===== config.mk =====
export PLATFORM = sky130hd
export DESIGN_NAME = mul_div_unit
export DESIGN_NICKNAME = d
export VERILOG_FILES = /design/src/rtl/mul_div_unit.sv
export SDC_FILE = /design/constraint.sdc
export NUM_CORES = 1
export LEC_CHECK = 0
export CORE_MARGIN = 2
export CORE_UTILIZATION = 40
export CTS_BUF_LIST = sky130_fd_sc_hd__clkbuf_8
export CTS_CLUSTER_DIAMETER = 60
export CTS_CLUSTER_SIZE = 16
export DETAILED_ROUTE_END_ITERATION = 12
export PLACE_DENSITY = 0.62
export SLEW_MARGIN = 5
export SYNTH_ARGS = -nofsm -noshare
export SYNTH_HDL_FRONTEND = slang
export SYNTH_SLANG_ARGS = --single-unit
export TNS_END_PERCENT = 30

===== constraint.sdc =====
create_clock -name clk -period 4.75 [get_ports clk]
set_input_delay 0.95 -clock clk [delete_from_list [all_inputs] [get_ports clk]]
set_output_delay 0.95 -clock clk [all_outputs]
set_load 0.1 [all_outputs]

===== src/rtl/mul_div_unit.sv =====
`default_nettype none
// ============================================================================
// Module      : mul_div_unit
// Description : Iterative MULT/MULTU/DIV/DIVU unit with architectural HI/LO.
//               Shift-add multiply and restoring divide, one bit per cycle.
//               Results are committed to HI/LO one cycle after the last step.
// Revision    : 1.0 - initial release
// ============================================================================
module mul_div_unit #(
  parameter int XLEN = 32
) (
  input  logic            clk,
  input  logic            rst_n,
  input  logic            start,
  input  logic [1:0]      op,
  input  logic [XLEN-1:0] operand1,
  input  logic [XLEN-1:0] operand2,
  input  logic            hi_we,
  input  logic            lo_we,
  input  logic [XLEN-1:0] wdata,
  output logic [XLEN-1:0] hi,
  output logic [XLEN-1:0] lo,
  output logic            busy,
  output logic            done,
  output logic            div_zero
);

  typedef enum logic [1:0] {
    S_IDLE = 2'd0,
    S_CALC = 2'd1,
    S_FIN  = 2'd2,
    S_DONE = 2'd3
  } state_t;

  localparam logic [5:0] c_last_iter = 6'd31;

  state_t            r_state;
  logic              r_busy;
  logic              r_done;
  logic              r_div_zero;
  logic [XLEN-1:0]   r_hi;
  logic [XLEN-1:0]   r_lo;
  logic              r_is_div;
  logic              r_sign_q;     // product sign for multiply, quotient sign for divide
  logic              r_sign_r;     // remainder sign (dividend sign)
  logic [XLEN-1:0]   r_b;          // magnitude of operand2
  logic [2*XLEN-1:0] r_acc;        // {upper, lower}: product or {remainder, quotient}
  logic [5:0]        r_cnt;

  logic              w_signed;
  logic [XLEN-1:0]   w_mag1;
  logic [XLEN-1:0]   w_mag2;
  logic              w_accept;
  logic              w_dz;
  logic [XLEN:0]     w_mul_sum;
  logic [2*XLEN-1:0] w_mul_next;
  logic [2*XLEN:0]   w_div_shift;
  logic [XLEN:0]     w_div_trial;
  logic              w_div_ok;
  logic [2*XLEN-1:0] w_div_next;
  logic [2*XLEN-1:0] w_prod;
  logic [XLEN-1:0]   w_quot;
  logic [XLEN-1:0]   w_rem;

  // Operand capture: signed ops work on magnitudes, sign is restored in FIN
  assign w_signed = ~op[0];
  assign w_mag1   = (w_signed && operand1[XLEN-1]) ? (~operand1 + 1'b1) : operand1;
  assign w_mag2   = (w_signed && operand2[XLEN-1]) ? (~operand2 + 1'b1) : operand2;
  assign w_accept = start && ((r_state == S_IDLE) || (r_state == S_DONE));
  assign w_dz     = op[1] && (operand2 == '0);

  // Multiply step: conditionally add multiplicand to upper half, shift right
  assign w_mul_sum  = {1'b0, r_acc[2*XLEN-1:XLEN]} + (r_acc[0] ? {1'b0, r_b} : '0);
  assign w_mul_next = {w_mul_sum, r_acc[XLEN-1:1]};

  // Divide step: shift {rem, dividend} left, subtract divisor if it fits
  assign w_div_shift = {r_acc, 1'b0};
  assign w_div_trial = w_div_shift[2*XLEN:XLEN] - {1'b0, r_b};
  assign w_div_ok    = ~w_div_trial[XLEN];
  assign w_div_next  = {(w_div_ok ? w_div_trial[XLEN-1:0] : w_div_shift[2*XLEN-1:XLEN]),
                        w_div_shift[XLEN-1:1], w_div_ok};

  // Sign correction applied when the result is committed
  assign w_prod = r_sign_q ? (~r_acc + 1'b1) : r_acc;
  assign w_quot = r_sign_q ? (~r_acc[XLEN-1:0] + 1'b1) : r_acc[XLEN-1:0];
  assign w_rem  = r_sign_r ? (~r_acc[2*XLEN-1:XLEN] + 1'b1) : r_acc[2*XLEN-1:XLEN];

  // Control FSM, datapath iteration and HI/LO register file
  always_ff @(posedge clk or negedge rst_n) begin
    if (!rst_n) begin
      r_state    <= S_IDLE;
      r_busy     <= 1'b0;
      r_done     <= 1'b0;
      r_div_zero <= 1'b0;
      r_hi       <= '0;
      r_lo       <= '0;
      r_is_div   <= 1'b0;
      r_sign_q   <= 1'b0;
      r_sign_r   <= 1'b0;
      r_b        <= '0;
      r_acc      <= '0;
      r_cnt      <= '0;
    end else begin
      // MTHI/MTLO; a result commit in FIN is ordered after and wins
      if (!r_busy) begin
        if (hi_we) r_hi <= wdata;
        if (lo_we) r_lo <= wdata;
      end
      case (r_state)
        S_IDLE, S_DONE: begin
          if (w_accept) begin
            r_is_div   <= op[1];
            r_sign_q   <= w_signed & (operand1[XLEN-1] ^ operand2[XLEN-1]);
            r_sign_r   <= w_signed & op[1] & operand1[XLEN-1];
            r_b        <= w_mag2;
            r_acc      <= {{XLEN{1'b0}}, w_mag1};
            r_cnt      <= '0;
            r_div_zero <= w_dz;
            if (w_dz) begin
              r_state <= S_DONE;
              r_busy  <= 1'b0;
              r_done  <= 1'b1;
            end else begin
              r_state <= S_CALC;
              r_busy  <= 1'b1;
              r_done  <= 1'b0;
            end
          end else begin
            r_state <= S_IDLE;
            r_done  <= 1'b0;
          end
        end
        S_CALC: begin
          r_acc <= r_is_div ? w_div_next : w_mul_next;
          r_cnt <= r_cnt + 6'd1;
          if (r_cnt == c_last_iter) r_state <= S_FIN;
        end
        S_FIN: begin
          if (r_is_div) begin
            r_hi <= w_rem;
            r_lo <= w_quot;
          end else begin
            r_hi <= w_prod[2*XLEN-1:XLEN];
            r_lo <= w_prod[XLEN-1:0];
          end
          r_busy  <= 1'b0;
          r_done  <= 1'b1;
          r_state <= S_DONE;
        end
        default: begin
          r_state <= S_IDLE;
        end
      endcase
    end
  end

  assign hi       = r_hi;
  assign lo       = r_lo;
  assign busy     = r_busy;
  assign done     = r_done;
  assign div_zero = r_div_zero;

endmodule
`default_nettype wire


==> impl_results.md, run 1 <==
- Status: completed
- Hold slack: 485.3 ps
- Pwr dens: 758.2 nW/µm²
- Hold Buf Count CTS: 0
- Worst slew pin tran: 1090 ps
- Die height: 194.9 µm
- Syn Inst Count: 1819
- Setup-failing EPs final: 0
- N_diodes: 0
- Worst r2r dst: r_acc[60]$_DFFE_PN0P_
- Switching Power: 7524 µW
- RD Place Congestion: 0.9178
- # rows: 69
- Yosys reg bits: 174
- Post_cts resized: 0
- Clock sink count: 174
- FMAX: 0.2577 GHz
- Area Overhead vs Synth: 17.80%
- Root Buffer: clkbuf_8
- CTS max path bufs: 2
- Largest net degree at the start of global routing: 122
- Initial antenna violation count: 0
- Placed wire-length estimate: 36.26 mm
- Clk Latency, worst-skew pair: 500 ps
- GR Overflow Total: 0
- Startpoint Class: flip-flop
- Sequential share of power: 22.3%
- Clock share of power: 8.3%
- Die area: 37980 µm²
- Min cycle time layout: 3880 ps
- CP Capture Type: flip-flop
- RR Startpoint: r_acc[31]$_DFFE_PN0P_
- Hold Crit Depth: 2
- Sw frac: 57.80%
- Register-to-register setup slack: 870 ps
- Post-route ant nets: 0
- CTS tree: done
- Register area share after synthesis: 29.87%
- Hold Path End: r_b[14]$_DFFE_PN0P_
- Main synth FF type: dfrtp_1
- Crit Path Class: reg2reg
- Setup TNS: 0 ps
- CTS clk-pin slew, worst paths: 110 ps
- Number of CTS-inserted buffers: 17
- Fraction of registers with async set/reset: 100.0%
- Final nets: 2118
- Hold_sp: r_b[14]$_DFFE_PN0P_
- R2r worst-path depth: 14
- Via count: 13.88k
- Core Footprint: 35740 µm²
- Drt drc: 0
- Final critical-path share of the clock period: 81.69%
- Max IR drop VDD: 0.0007595 V
- Share of cells above drive strength 1: 5.425%
- # port buffers: 169
- Vias per cell: 5.747
- Worst-path fanout max: 39
- Fill cell count: 3558
- Reg area: 4355 µm²
- Logic pwr share: 69.3%
- GRT Overall Usage: 24.65%
- # H-tree levels: 4
- Starting density of the core: 40.78%
- Mapped cell area: 14580 µm²
- Lkg Pwr: 0.007547 µW
- Hold Crit Class: reg2reg
- RSZ-0062 raised after global routing: false
- Postcts setup bufs: 0
- Total nets after synthesis: 1996
- P_int: 5494 µW
- Multi-input logic area: 9663 µm²
- Vias in the first global route: 13.15k
- Hold Fails Final Rpt: 0
- CP Data Arrival Time: 4240 ps
- Netlist cell types: 68
- Number of max-cap violations: 0
- Die X: 194.9 µm
- WL/cell: 19.45 µm
- Io pins: 170
- Setup Skew: 22.52 ps
- Syn avg cell area: 8.013 µm²
- First-pass GRT wire length: 74.07 mm
- Number of flops mapped to enable cells by yosys: 0
- CP Data Required Time: 5110 ps
- YS warnings: 0
- Max Slew Vio Count: 0
- DR pass1 iterations: 6
- DRT iter0 DRCs: 1127
- Wirelength, routed: 46.98 mm
- Worst relative slew slack: 27.30%
==> stage by stage <==
stage | instances | area, µm² | power [µW] | utilization (%) | setup WS, ps
finish | 2415 | 17170 | 13020 | 48.04 | 869.9
global route | 2415 | 17170 | 13960 | 48.04 | 428.6
CTS | 2415 | 17170 | 12960 | 48.04 | 870.4
detailed placement | 2383 | 16780 | 11860 | 46.94 | 626.4
global placement | 2383 | 16780 | 11790 | 46.94 | 644.6
floorplan | 1819 | 14580 | 9387 | - | 1215
==> worst max path at each step <==
| stage | from | end | slack [ps] | depth (start not counted) |
|---|---|---|---|---|
| after global placement | operand2[10] | done$_DFFE_PN0P_ | 640 | 10 |
| final | r_acc[31]$_DFFE_PN0P_ | r_acc[60]$_DFFE_PN0P_ | 870 | 14 |
| after floorplan | r_acc[31]$_DFFE_PN0P_ | r_acc[50]$_DFFE_PN0P_ | 1220 | 14 |
| after CTS | r_acc[31]$_DFFE_PN0P_ | r_acc[60]$_DFFE_PN0P_ | 870 | 14 |
| after global routing | r_acc[31]$_DFFE_PN0P_ | r_acc[60]$_DFFE_PN0P_ | 430 | 14 |
| after detailed placement | operand2[10] | done$_DFFE_PN0P_ | 630 | 10 |
==> worst max-delay path, cell delays in order, from the launching register on <==
cell	delay [ps]
dfrtp_1	470
inv_1	160
ha_1	220
fa_1	200
nand2b_1	170
a21oi_1	120
o41ai_1	360
nand3_1	300
a2111oi_0	500
nor2_1	170
xor2_4	180
buf_12	270
mux2_2	370
a22oi_1	150
o41ai_1	100
==> state kept, by name, summed over array words and instances (netlist names) <==
| signal | count |
|---|---|
| r_acc | 64 |
| r_b | 32 |
| hi | 32 |
| r_cnt | 6 |
| r_sign_r | 1 |
| r_is_div | 1 |
| div_zero | 1 |
| done | 1 |
| r_state | 2 |
| busy | 1 |
| lo | 32 |
| r_sign_q | 1 |
==> synthesized netlist by cell type, types with 7 or more instances <==
cell type | number | area (µm²)
o41ai_1 | 10 | 87.58
nor4_1 | 18 | 112.6
a31oi_1 | 19 | 118.9
mux2_2 | 15 | 168.9
mux2i_1 | 107 | 1071
o31ai_1 | 19 | 142.6
a211oi_1 | 14 | 105.1
nor3_1 | 34 | 170.2
inv_1 | 58 | 217.7
or3_1 | 22 | 137.6
clkbuf_1 | 78 | 292.8
or4_1 | 13 | 97.59
xnor2_1 | 115 | 1007
o21ai_0 | 240 | 1201
o21a_1 | 7 | 52.55
nand3_1 | 25 | 125.1
nand2b_1 | 20 | 125.1
dfrtp_1 | 174 | 4354
nand4_1 | 11 | 68.82
a22o_1 | 8 | 70.07
a22oi_1 | 14 | 105.1
buf_1 | 19 | 71.32
nor2_1 | 125 | 469.2
or2_2 | 8 | 50.05
a21oi_1 | 109 | 545.5
xor2_1 | 59 | 516.8
nor2b_1 | 18 | 112.6
ha_1 | 72 | 900.9
nand2_1 | 252 | 945.9
a21o_1 | 36 | 270.3
==> layout by cell type (no fill, tap or decap), types with 22 or more instances in the layout <==
master and count:
o21ai_0 240, a21oi_1 109, nand3_1 25, clkdlybuf4s50_1 168
xor2_1 58, inv_1 60, or3_1 22, ha_1 70
nor3_1 34, xnor2_1 115, nand2_1 251, dfrtp_1 173
mux2i_1 107, nor2_1 125, a21o_1 36, buf_4 30
==> final cells by class <==
cell class	instances	area share, %
Clock buffer	17	1.363
Clock inverter	15	0.9182
Inverter	60	1.312
Multi-Input combinational cell	1487	56.28
Sequential cell	174	25.37
Tap cell	461	3.359
Timing Repair Buffer	201	11.40
==> metal layers <==
metal / GRT usage (%) / share of wire [%] / vias up
li1: - / - / 6729
met1: 35.51 / 47 / 6604
met2: 39.03 / 44 / 500
met3: 3.592 / 6.6 / 46
met4: 5.513 / 1.5 / 0
met5: 0 / 0 / -
==> cells by family (layout without fill, tap and decap cells) <==
group / count (synthesis) / in the layout / share of synthesized area, %
simple gates: 578 / 578 / 18.41
compound gates: 539 / 539 / 22.17
xor+xnor: 174 / 174 / 10.46
flops: 174 / 174 / 29.87
buf+inv: 158 / 293 / 4.121
mux: 122 / 122 / 8.507
fa+ha+maj: 74 / 74 / 6.455
==> power groups by stage <==
stage	registers, µW	clock network, µW	logic (µW)
floorplan	4460	0	4930
global placement	2890	0	8900
detailed placement	2910	0	8940
CTS	2880	1110	8970
global route	3000	1180	9790
finish	2910	1090	9020
No activity file was read; power rests on OpenSTA's default activity.
==> inputs of run 2 (changes only) <==
Clock period 4.75 ns to 3.69 ns, I/O delays scaled along.
==> run 2 against run 1 <==
  * Clock skew down 4.8 ps
  * Total power up 33%
  * Die area unchanged
  * Non-clock buffer count up 77
  * Sequential cell count unchanged
  * Global-route usage up 0.82 points
  * Critical path type unchanged
  * Largest power group unchanged
==> impl_results.md, run 2 (same netlist as run 1, synthesis figures left out) <==
- CP Capture Type: flip-flop (unchanged)
- Die area: 37980 µm² (unchanged)
- Area Overhead vs Synth: 22.28% (was 17.80%)
- Drt drc: 0 (unchanged)
- Met3 WL: 3.277 mm (was 3.107 mm)
- Number of CTS-inserted buffers: 17 (unchanged)
- Commonest non-fill, non-tap cell in the layout: nand2_1 (unchanged)
- Vias per cell: 5.675 (was 5.747)
- Via count: 14.15k (was 13.88k)
- Vias in the first global route: 13.44k (was 13.15k)
- Worst relative slew slack: 31.84% (was 27.30%)
- CTS tree: done (unchanged)
- Clk Latency, worst-skew pair: 510 ps (was 500 ps)
- Crit path largest cell delay: 580 ps (was 500 ps)
- Worst slew pin tran: 1019 ps (was 1090 ps)
- Die X: 194.9 µm (unchanged)
- Met2 wire length: 21.71 mm (was 20.87 mm)
- CP top delay family: simple AND/OR/NAND/NOR gates (was compound AO/OA/AOI/OAI gates)
- Pwr dens: 973.2 nW/µm² (was 758.2 nW/µm²)
- Hold Buf Count CTS: 0 (unchanged)
- Core Footprint: 35740 µm² (unchanged)
- Setup Skew: 17.72 ps (was 22.52 ps)
- RD Place Congestion: 0.9498 (was 0.9178)
- Most Frequent Cell on Critical Path: or4_4 (was o41ai_1)
- Setup-failing EPs final: 0 (unchanged)
- Max reg flops: 64 (unchanged)
- GR Overflow Total: 0 (unchanged)
- Highest Signal Layer: met4 (unchanged)
- # rows: 69 (unchanged)
- Critical-path top delay cell: or4_4 (was a2111oi_0)
- RSZ-0062 raised after global routing: false (unchanged)
- Largest net degree at the start of global routing: 94 (was 122)
- Routed length on met1: 23.20 mm (was 22.28 mm)
- CTS clk-pin slew, worst paths: 120 ps (was 110 ps)
- Post-route ant nets: 0 (unchanged)
- Commonest non-fill, non-tap cells in the layout: nand2_1 (251), o21ai_0 (240), dfrtp_1 (171) (was nand2_1 (251), o21ai_0 (240), dfrtp_1 (173))
- Lkg Pwr: 0.007943 µW (was 0.007547 µW)
- Crit-path cells: or4_4, or4_4, or4_4, or4_4, or2_4, nand2_8, nand2_4, o41ai_4, xnor2_1, a21oi_1 (was inv_1, ha_1, fa_1, nand2b_1, a21oi_1, o41ai_1, nand3_1, a2111oi_0, nor2_1, xor2_4, buf_12, mux2_2, a22oi_1, o41ai_1)
- Startpoint Class: flip-flop (unchanged)
- Wirelength, routed: 49.05 mm (was 46.98 mm)
- DR pass1 iterations: 5 (was 6)
- Initial antenna violation count: 0 (unchanged)
- Placed wire-length estimate: 38.51 mm (was 36.26 mm)
- Max IR drop VDD: 0.001192 V (was 0.0007595 V)
- Crit Path Class: reg2reg (unchanged)
- Min cycle time layout: 3534 ps (was 3880 ps)
- Starting density of the core: 40.78% (unchanged)
- Root Buffer: clkbuf_8 (unchanged)
- DRT iter0 DRCs: 1408 (was 1127)
- Worst slack, placed: -85.38 ps (was 626.4 ps)
- # H-tree levels: 4 (unchanged)
- Hold Fails Final Rpt: 0 (unchanged)
- Hold Crit Class: in2async (was reg2reg)
- Max Slew Vio Count: 0 (unchanged)
- Die height: 194.9 µm (unchanged)
- # port buffers: 169 (unchanged)
- Final critical-path share of the clock period: 95.78% (was 81.69%)
- Fin util: 49.86% (was 48.04%)
- Final nets: 2196 (was 2118)
- CTS max path bufs: 2 (unchanged)
- Clock sink count: 174 (unchanged)
- WL/cell: 19.67 µm (was 19.45 µm)
- Final Power: 17350 µW (was 13020 µW)
- Worst-path fanout max: 9 (was 39)
- WP buf/inv: 0 (was 2)
- Status: completed (unchanged)
- GRT Overall Usage: 25.47% (was 24.65%)
- CP Data Arrival Time: 3920 ps (was 4240 ps)
- Number of max-cap violations: 0 (unchanged)
- Io pins: 170 (unchanged)
- Final worst slack: 155.7 ps (was 869.9 ps)
- CP Data Required Time: 4070 ps (was 5110 ps)
- FMAX: 0.2829 GHz (was 0.2577 GHz)
- Share of cells above drive strength 1: 9.498% (was 5.425%)
- Largest Register: r_acc (unchanged)
- First-pass GRT wire length: 76.36 mm (was 74.07 mm)
[run 2: layout make-up]
| cell class | count | area [µm²] |
|---|---|---|
| well taps | 461 | 576.8 |
| multi-input cells | 1487 | 9674 |
| flip-flops and latches | 174 | 4358 |
| inverters | 60 | 229.0 |
| clock buffers | 18 | 247.7 |
| diodes | 1 | 2.502 |
| repair buffers | 278 | 2562 |
| fillers | 3438 | 17920 |
| repair inverters | 1 | 7.507 |
| clock inverters | 14 | 163.9 |
[run 2: per-layer routing]
layer / GRT usage (%) / up-vias
met5: 0 / -
met4: 6.277 / 0
met3: 4.217 / 66
met2: 39.81 / 518
met1: 36.57 / 6676
li1: - / 6894
[run 2: repair_timing]
item                                    in CTS  in global routing
endpoints found under the setup margin       0                 18
buffers inserted                             0                  4
resized for setup                            0                  9
[run 2: metrics by stage]
step           cell area (µm²)  TNS (ps)  hold WS (ps)  cells
4_1_cts                  17760         0         253.5   2488
3_3_place_gp             17350         0         461.1   2456
2_1_floorplan            14580         0         442.4   1819
3_5_place_dp             17350    -202.9         469.1   2456
6_report                 17820         0         225.8   2494
5_1_grt                  17820         0         260.1   2493
[run 2: worst paths after layout]
| check | endpoint | depth (start not counted) | slack (ps) | start |
|---|---|---|---|---|
| worst max-delay path | hi[20]$_DFFE_PN0P_ | 10 | 160 | r_acc[16]$_DFFE_PN0P_ |
| worst min-delay path | r_b[9]$_DFFE_PN0P_ | 1 | 230 | rst_n |
| worst max register to register | hi[20]$_DFFE_PN0P_ | 10 | 160 | r_acc[16]$_DFFE_PN0P_ |
| worst min register to register | r_b[27]$_DFFE_PN0P_ | 2 | 490 | r_b[27]$_DFFE_PN0P_ |
| max in group asynchronous | lo[13]$_DFFE_PN0P_ | 2 | 2650 | rst_n |
| min in group clk | r_b[27]$_DFFE_PN0P_ | 2 | 490 | r_b[27]$_DFFE_PN0P_ |
[run 2: power breakdown]
| part | internal, µW | total, µW | switching, µW |
|---|---|---|---|
| registers | 2740 | 3510 | 771 |
| logic | 4130 | 12400 | 8280 |
| clock network | 535 | 1430 | 895 |
| total | 7400 | 17300 | 9940 |
